`src/rtl/dmem_access_ctrl.sv`:
```
// dmem_access_ctrl: MEM-stage data-SRAM sequencer; DMEM_ALIGN_CHECK_EN enables misalignment traps
module dmem_access_ctrl (
  input  logic        clk,
  input  logic        rst,
  input  logic [3:0]  mem_lsop,
  input  logic [31:0] mem_memaddr,
  input  logic [31:0] mem_reg2,
  output logic        data_sram_req,
  output logic        data_sram_wr,
  output logic [1:0]  data_sram_size,
  output logic [31:0] data_sram_addr,
  output logic [3:0]  data_sram_wstrb,
  output logic [31:0] data_sram_wdata,
  input  logic        data_sram_addr_ok,
  input  logic        data_sram_data_ok,
  input  logic [31:0] data_sram_rdata,
  output logic        stallreq_mem,
  output logic [31:0] load_data,
  output logic        load_valid,
  output logic        adel,
  output logic        ades
);
  typedef enum logic [1:0] {IDLE, WAIT, DONE} state_t;
  state_t state, next;
  logic [31:0] rdata_q;
  logic is_ld, is_st, is_half, is_word, mis, acc, req;
  logic [7:0] sel_b;
  logic [15:0] sel_h;
  assign is_ld   = mem_lsop >= 4'd1 && mem_lsop <= 4'd5;
  assign is_st   = mem_lsop >= 4'd6 && mem_lsop <= 4'd8;
  assign is_half = mem_lsop == 4'd3 || mem_lsop == 4'd4 || mem_lsop == 4'd7;
  assign is_word = mem_lsop == 4'd5 || mem_lsop == 4'd8;
`ifdef DMEM_ALIGN_CHECK_EN
  assign mis  = (is_half && mem_memaddr[0]) || (is_word && |mem_memaddr[1:0]);
  assign adel = mis && is_ld;
  assign ades = mis && is_st;
`else
  assign mis  = 1'b0;
  assign adel = 1'b0;
  assign ades = 1'b0;
`endif
  assign acc   = (is_ld || is_st) && !mis;
  assign req   = state == IDLE && acc;
  assign sel_b = data_sram_rdata_sel(rdata_q, mem_memaddr[1:0]);
  assign sel_h = mem_memaddr[1] ? rdata_q[31:16] : rdata_q[15:0];
  function automatic logic [7:0] data_sram_rdata_sel(input logic [31:0] w, input logic [1:0] a);
    return w[{a, 3'b000} +: 8];
  endfunction
  // state register and load-data capture; reset abandons any access in flight
  always_ff @(posedge clk) begin
    if (rst) begin
      state   <= IDLE;
      rdata_q <= '0;
    end else begin
      state   <= next;
      if (state == WAIT && data_sram_data_ok) rdata_q <= data_sram_rdata;
    end
  end
  // next state: hold request until accepted, wait for response, one DONE cycle
  always_comb begin
    next = state == IDLE ? (req && data_sram_addr_ok ? WAIT : IDLE) :
           state == WAIT ? (data_sram_data_ok ? DONE : WAIT) : IDLE;
  end
  // outputs: bus fields only while requesting, load result only in DONE
  always_comb begin
    data_sram_req   = req;
    stallreq_mem    = req || state == WAIT;
    data_sram_wr    = req && is_st;
    data_sram_size  = !req ? 2'd0 : is_word ? 2'd2 : is_half ? 2'd1 : 2'd0;
    data_sram_addr  = req ? mem_memaddr : '0;
    data_sram_wstrb = !(req && is_st) ? 4'b0000 :
                      mem_lsop == 4'd6 ? 4'b0001 << mem_memaddr[1:0] :
                      mem_lsop == 4'd7 ? (mem_memaddr[1] ? 4'b1100 : 4'b0011) : 4'b1111;
    data_sram_wdata = !(req && is_st) ? 32'd0 :
                      mem_lsop == 4'd6 ? {4{mem_reg2[7:0]}} :
                      mem_lsop == 4'd7 ? {2{mem_reg2[15:0]}} : mem_reg2;
    load_valid      = state == DONE && is_ld;
    load_data       = !load_valid ? 32'd0 :
                      mem_lsop == 4'd1 ? {{24{sel_b[7]}}, sel_b} :
                      mem_lsop == 4'd2 ? {24'd0, sel_b} :
                      mem_lsop == 4'd3 ? {{16{sel_h[15]}}, sel_h} :
                      mem_lsop == 4'd4 ? {16'd0, sel_h} : rdata_q;
  end
endmodule

```
`config.mk`:
```
export PLATFORM = sky130hd
export DESIGN_NAME = dmem_access_ctrl
export DESIGN_NICKNAME = d
export VERILOG_FILES = /design/src/rtl/dmem_access_ctrl.sv
export SDC_FILE = /design/constraint.sdc
export NUM_CORES = 1
export LEC_CHECK = 0
export CORE_UTILIZATION = 35
export DETAILED_ROUTE_END_ITERATION = 6
export MAX_ROUTING_LAYER = met4
export PLACE_DENSITY = 0.88
export SYNTH_ARGS = -nofsm -noshare
export SYNTH_HDL_FRONTEND = slang
export SYNTH_SLANG_ARGS = --single-unit
```
`constraint.sdc`:
```
create_clock -name clk -period 2.2 [get_ports clk]
set_clock_uncertainty 0.15 [all_clocks]
set_input_delay 0.33 -clock clk [delete_from_list [all_inputs] [get_ports clk]]
set_output_delay 0.33 -clock clk [all_outputs]
set_load 0.02 [all_outputs]
```
# Word level (Yosys, flattened, before mapping)
# Cells that the tools add are included.
# word_totals
elab_cells,52
register_bits,34
inputBits,104
output_inout_bits,108
# classes
shifts,2
n_eq_ne,10
reduce_logical,13
n_mux,21
order_cmp,4
# op_table
cell,n
$mux 32,9
$shiftx 32x6->8,1
$eq 4x3->1 const B,4
$mux 16,1
$mux 4,4
$mux 2,5
$eq 4x2->1 const B,2
$logic_and 1x1->1,7
$logic_or 1x1->1,5
$eq 4x1->1 const B,1
$eq 4x4->1 const B,1
$ge 4x1->1 const B,1
$ge 4x3->1 const B,1
$le 4x3->1 const B,1
$le 4x4->1 const B,1
$shl 1x2->4 const A,1
$eq 2x1->1 const B,1
$eq 2x2->1 const B,1
$logic_not 2->1,1
$mux 1,2

# Logic depth before layout (Yosys ltp)
# logic_depth
depth_word,7
ltp_mapped,6
depth_no_buf,5

# Worst setup path after synthesis
# No wires, ideal clock.
# synth_timing
path_type,input to output
start,input port mem_lsop[3]
end,output port load_data[5]
path_slack_ns,-0.128
t_arrival_ns,1.848
t_required_ns,1.720
path_stages,5
n_path_buf,2
cell_sequence,or3b_1 > a211o_1 > clkbuf_1 > clkbuf_1 > a211oi_1
# synth_via
elab_chain_cells,6
word_cells_on_any_way,13
classes_between,order compare: 2; eq/ne: 4; mux: 5; reduce/logical: 2
# synth_rtl
item,line_no,rtl
from (decl),5,"input logic [3:0] mem_lsop,"
$eq 4x3->1,82,"mem_lsop == 4'd4 ? {16'd0, sel_h} : rdata_q;"
$mux 32,82,
$mux 32,81,"mem_lsop == 4'd3 ? {{16{sel_h[15]}}, sel_h} :"
$mux 32,80,"mem_lsop == 4'd2 ? {24'd0, sel_b} :"
$mux 32,79,"mem_lsop == 4'd1 ? {{24{sel_b[7]}}, sel_b} :"
$mux 32 *,78,load_data = !load_valid ? 32'd0 :
to (decl),18,"output logic [31:0] load_data,"
# Every way passes the cells marked *; elsewhere a longest branch is shown, timed or not.

# Worst setup path in the final report
# layout_timing
start,input port mem_lsop[2]
end,output port load_data[8]
# Same word-level chain as after synthesis.

==> results.json <==
{
  "cts_max_path_buffers": 2,
  "min_period_ns": 2.49,
  "ant_nets": 0,
  "grt_start_max_net_pins": 35,
  "firstDrtPassIters": 6,
  "cp_num_buf_inv": 5,
  "cp_data_arrival_time_ns": 2.01,
  "gp_congestion": 0.933,
  "antennaDiodeCount": 0,
  "synth_edf_count": 0,
  "total_power_mw": 2.13,
  "die_h_um": 93.4,
  "peakVddDrop_uv": 281,
  "cap_violations": 0,
  "path_max_fanout": 8,
  "routedWlPerCell_um": 19.4,
  "crit_type": "in -> out",
  "pin_count": 212,
  "cp_cell_sequence": "buf_8, buf_6, buf_4, buf_4, nor2_1, nand4b_1, or2_4, nand2_1, buf_6",
  "row_count": 32,
  "final_util": 0.772,
  "synth_seq_area_share": 0.233,
  "insertion_delay_ns": 0.29,
  "final_cell_mix": "nand2_1 (99), clkdlybuf4s50_1 (97), buf_4 (95)",
  "port-buffer-count": 209,
  "track_usage": 0.316,
  "slowest_stage": "or2_4",
  "p_leak_nw": 2.58,
  "layoutNonFillerInstCount": 798,
  "cp-start-kind": "primary input",
  "area_growth_pct": 108,
  "nNetsFinal": 799,
  "overflow": 0,
  "synth_ff_type": "dfxtp_1",
  "p_switching_uw": 730,
  "dp_hpwl_um": 10300,
  "clockPowerShare": 0.229,
  "setup_violations": 59,
  "synth_cells": 430,
  "yosysTopAreaCellShare": 0.233,
  "cpLargestDelayFamily": "simple AND/OR/NAND/NOR gates",
  "avgSynthCellArea_um2": 6.79,
  "nFillCells": 531,
  "cts.sinks": 34,
  "max_slew.worst_pin.slew_ns": 0.606,
  "cts_buffers": 5,
  "die_w_um": 93.4,
  "place_area_um2": 5520,
  "hold_viol_final": 0,
  "antenna_found_initial": 0,
  "yosysTopAreaCell": "dfxtp_1",
  "dp_cells": 767,
  "layout_worst_path_cycle_share": 1.13,
  "drive_gt1_frac": 0.412,
  "cts_hold_buffers": 0,
  "switching_share": 0.342,
  "holdCritPathClass": "reg -> reg",
  "drc": 0,
  "cts_tree": "built",
  "synth-seq-cells": 34,
  "intPower_mw": 1.40,
  "stdcell_area_um2": 6090,
  "grt_pass1_vias": 4354,
  "status": "finished, violations left",
  "worst_ep_required_time_ns": 1.72,
  "final_common_cell": "nand2_1",
  "drtIter0Drc": 455,
  "synth_area_um2": 2920,
  "cts-root-buf": "clkbuf_8",
  "routed_wl_um": 15400,
  "vias": 4541,
  "timing.fmax_ghz": 0.402,
  "path_clk_slew_ns": 0.07,
  "finalWorstSetupSlack_ns": -0.287,
  "failed_checks": "negative setup slack",
  "fin_tns_setup_ns": -6.94,
  "viasPerCell": 5.69,
  "yosys-top-cells-area": "dfxtp_1 (23%), nand2_1 (13%), a21oi_1 (13%)",
  "h-tree-depth": 2,
  "initial_core_util": 0.370,
  "drv_slew": 0,
  "power_frac_seq": 0.305,
  "core_area_um2": 7890,
  "grt_pass1_wl_um": 21100,
  "comb_power_share": 0.466,
  "ys_types": 40,
  "critPathMaxStageDelay_ns": 0.36,
  "setup.worst_path.end_class": "output pin",
  "slew_headroom": 0.596,
  "async_flop_share": 0,
  "die_area_um2": 8720,
  "yosysWarnings": 0,
  "powerDensity_nw_per_um2": 350,
  "rsz0062_at_grt": "true"
}
per-stage QoR:
step,hold slack (ns),worst slack [ns]
2_1_floorplan,0.296,-0.128
6_report,0.330,-0.287
3_5_place_dp,0.315,-1.08
4_1_cts,0.325,-0.146
3_3_place_gp,0.312,-0.980
5_1_grt,0.353,-0.318
worst min-delay path: stages (launching register included):
cell and delay, ns:
dfxtp_1 0.33, nand2_1 0.06, a21oi_1 0.05
flip-flops by register name, indices dropped and copies added (netlist names):
register and flops:
rdata_q 32, state 2
power groups by stage:
stage	clock (mW)	sequential (mW)	combinational [mW]
global placement	0	0.660	0.832
CTS	0.490	0.648	0.854
floorplan	0	0.659	0.359
detailed placement	0	0.661	0.846
finish	0.488	0.649	0.995
global route	0.517	0.650	1.04
routing by layer:
layer  wire length, um  up-vias  GRT usage
met5                 0        -          -
li1                  -     2033          -
met4               656        0      0.109
met2              7770      335      0.560
met3              1470       71     0.0545
met1              5550     2102      0.357
synth_stat cells (2+ instances only):
cell type and count:
mux4_2 8, o22ai_1 16, buf_4 3, nand3b_1 2, nor3_1 2, nand2b_1 5
buf_1 3, clkbuf_1 28, nor2b_1 2, o31ai_1 2, a21oi_1 73, o221ai_1 6
buf_2 7, inv_1 5, mux2i_1 17, dfxtp_1 34, a211oi_1 19, nor2_1 27
o21ai_0 12, nand2_1 99, and2_1 39, o21bai_1 3
path summary, 6_finish.rpt:
path,startpoint,endpoint,slack (ns),cells past startpoint
max,mem_lsop[2],load_data[8],-0.29,9
min,rdata_q[0]$_SDFFE_PP0P_,rdata_q[0]$_SDFFE_PP0P_,0.33,2
max reg2reg,state[1]$_SDFF_PP0_,rdata_q[23]$_SDFFE_PP0P_,0.40,5
min reg2reg,rdata_q[0]$_SDFFE_PP0P_,rdata_q[0]$_SDFFE_PP0P_,0.33,2
cell type report:
| type | instances | area [um^2] | area share |
|---|---|---|---|
| timing repair buffer | 297 | 2800 | 0.461 |
| timing repair inverter | 1 | 6.26 | 0.00103 |
| inverter | 5 | 28.8 | 0.00473 |
| multi-input combinational | 351 | 2340 | 0.385 |
| tap | 102 | 128 | 0.0210 |
| clock inverter | 2 | 12.5 | 0.00206 |
| sequential | 34 | 683 | 0.112 |
| clock buffer | 6 | 82.6 | 0.0136 |
what timing repair did:
action                                  CTS  global route
gates resized for setup                 533           155
setup buffers                             7             9
pin swaps                                15            10
cloned                                    2             5
endpoints found under the setup margin  106           106
cells by family after synthesis:
kind of cell / count (synthesis) / share of synthesized area
and+or+nand+nor: 187 / 0.299
AOI/OAI and AO/OA: 134 / 0.271
buffers and inverters: 47 / 0.0698
DFF: 34 / 0.233
muxes: 25 / 0.120
xor gates and xnor gates: 2 / 0.00600
other: 1 / 0.00128
(Power assumes the default switching activity.)
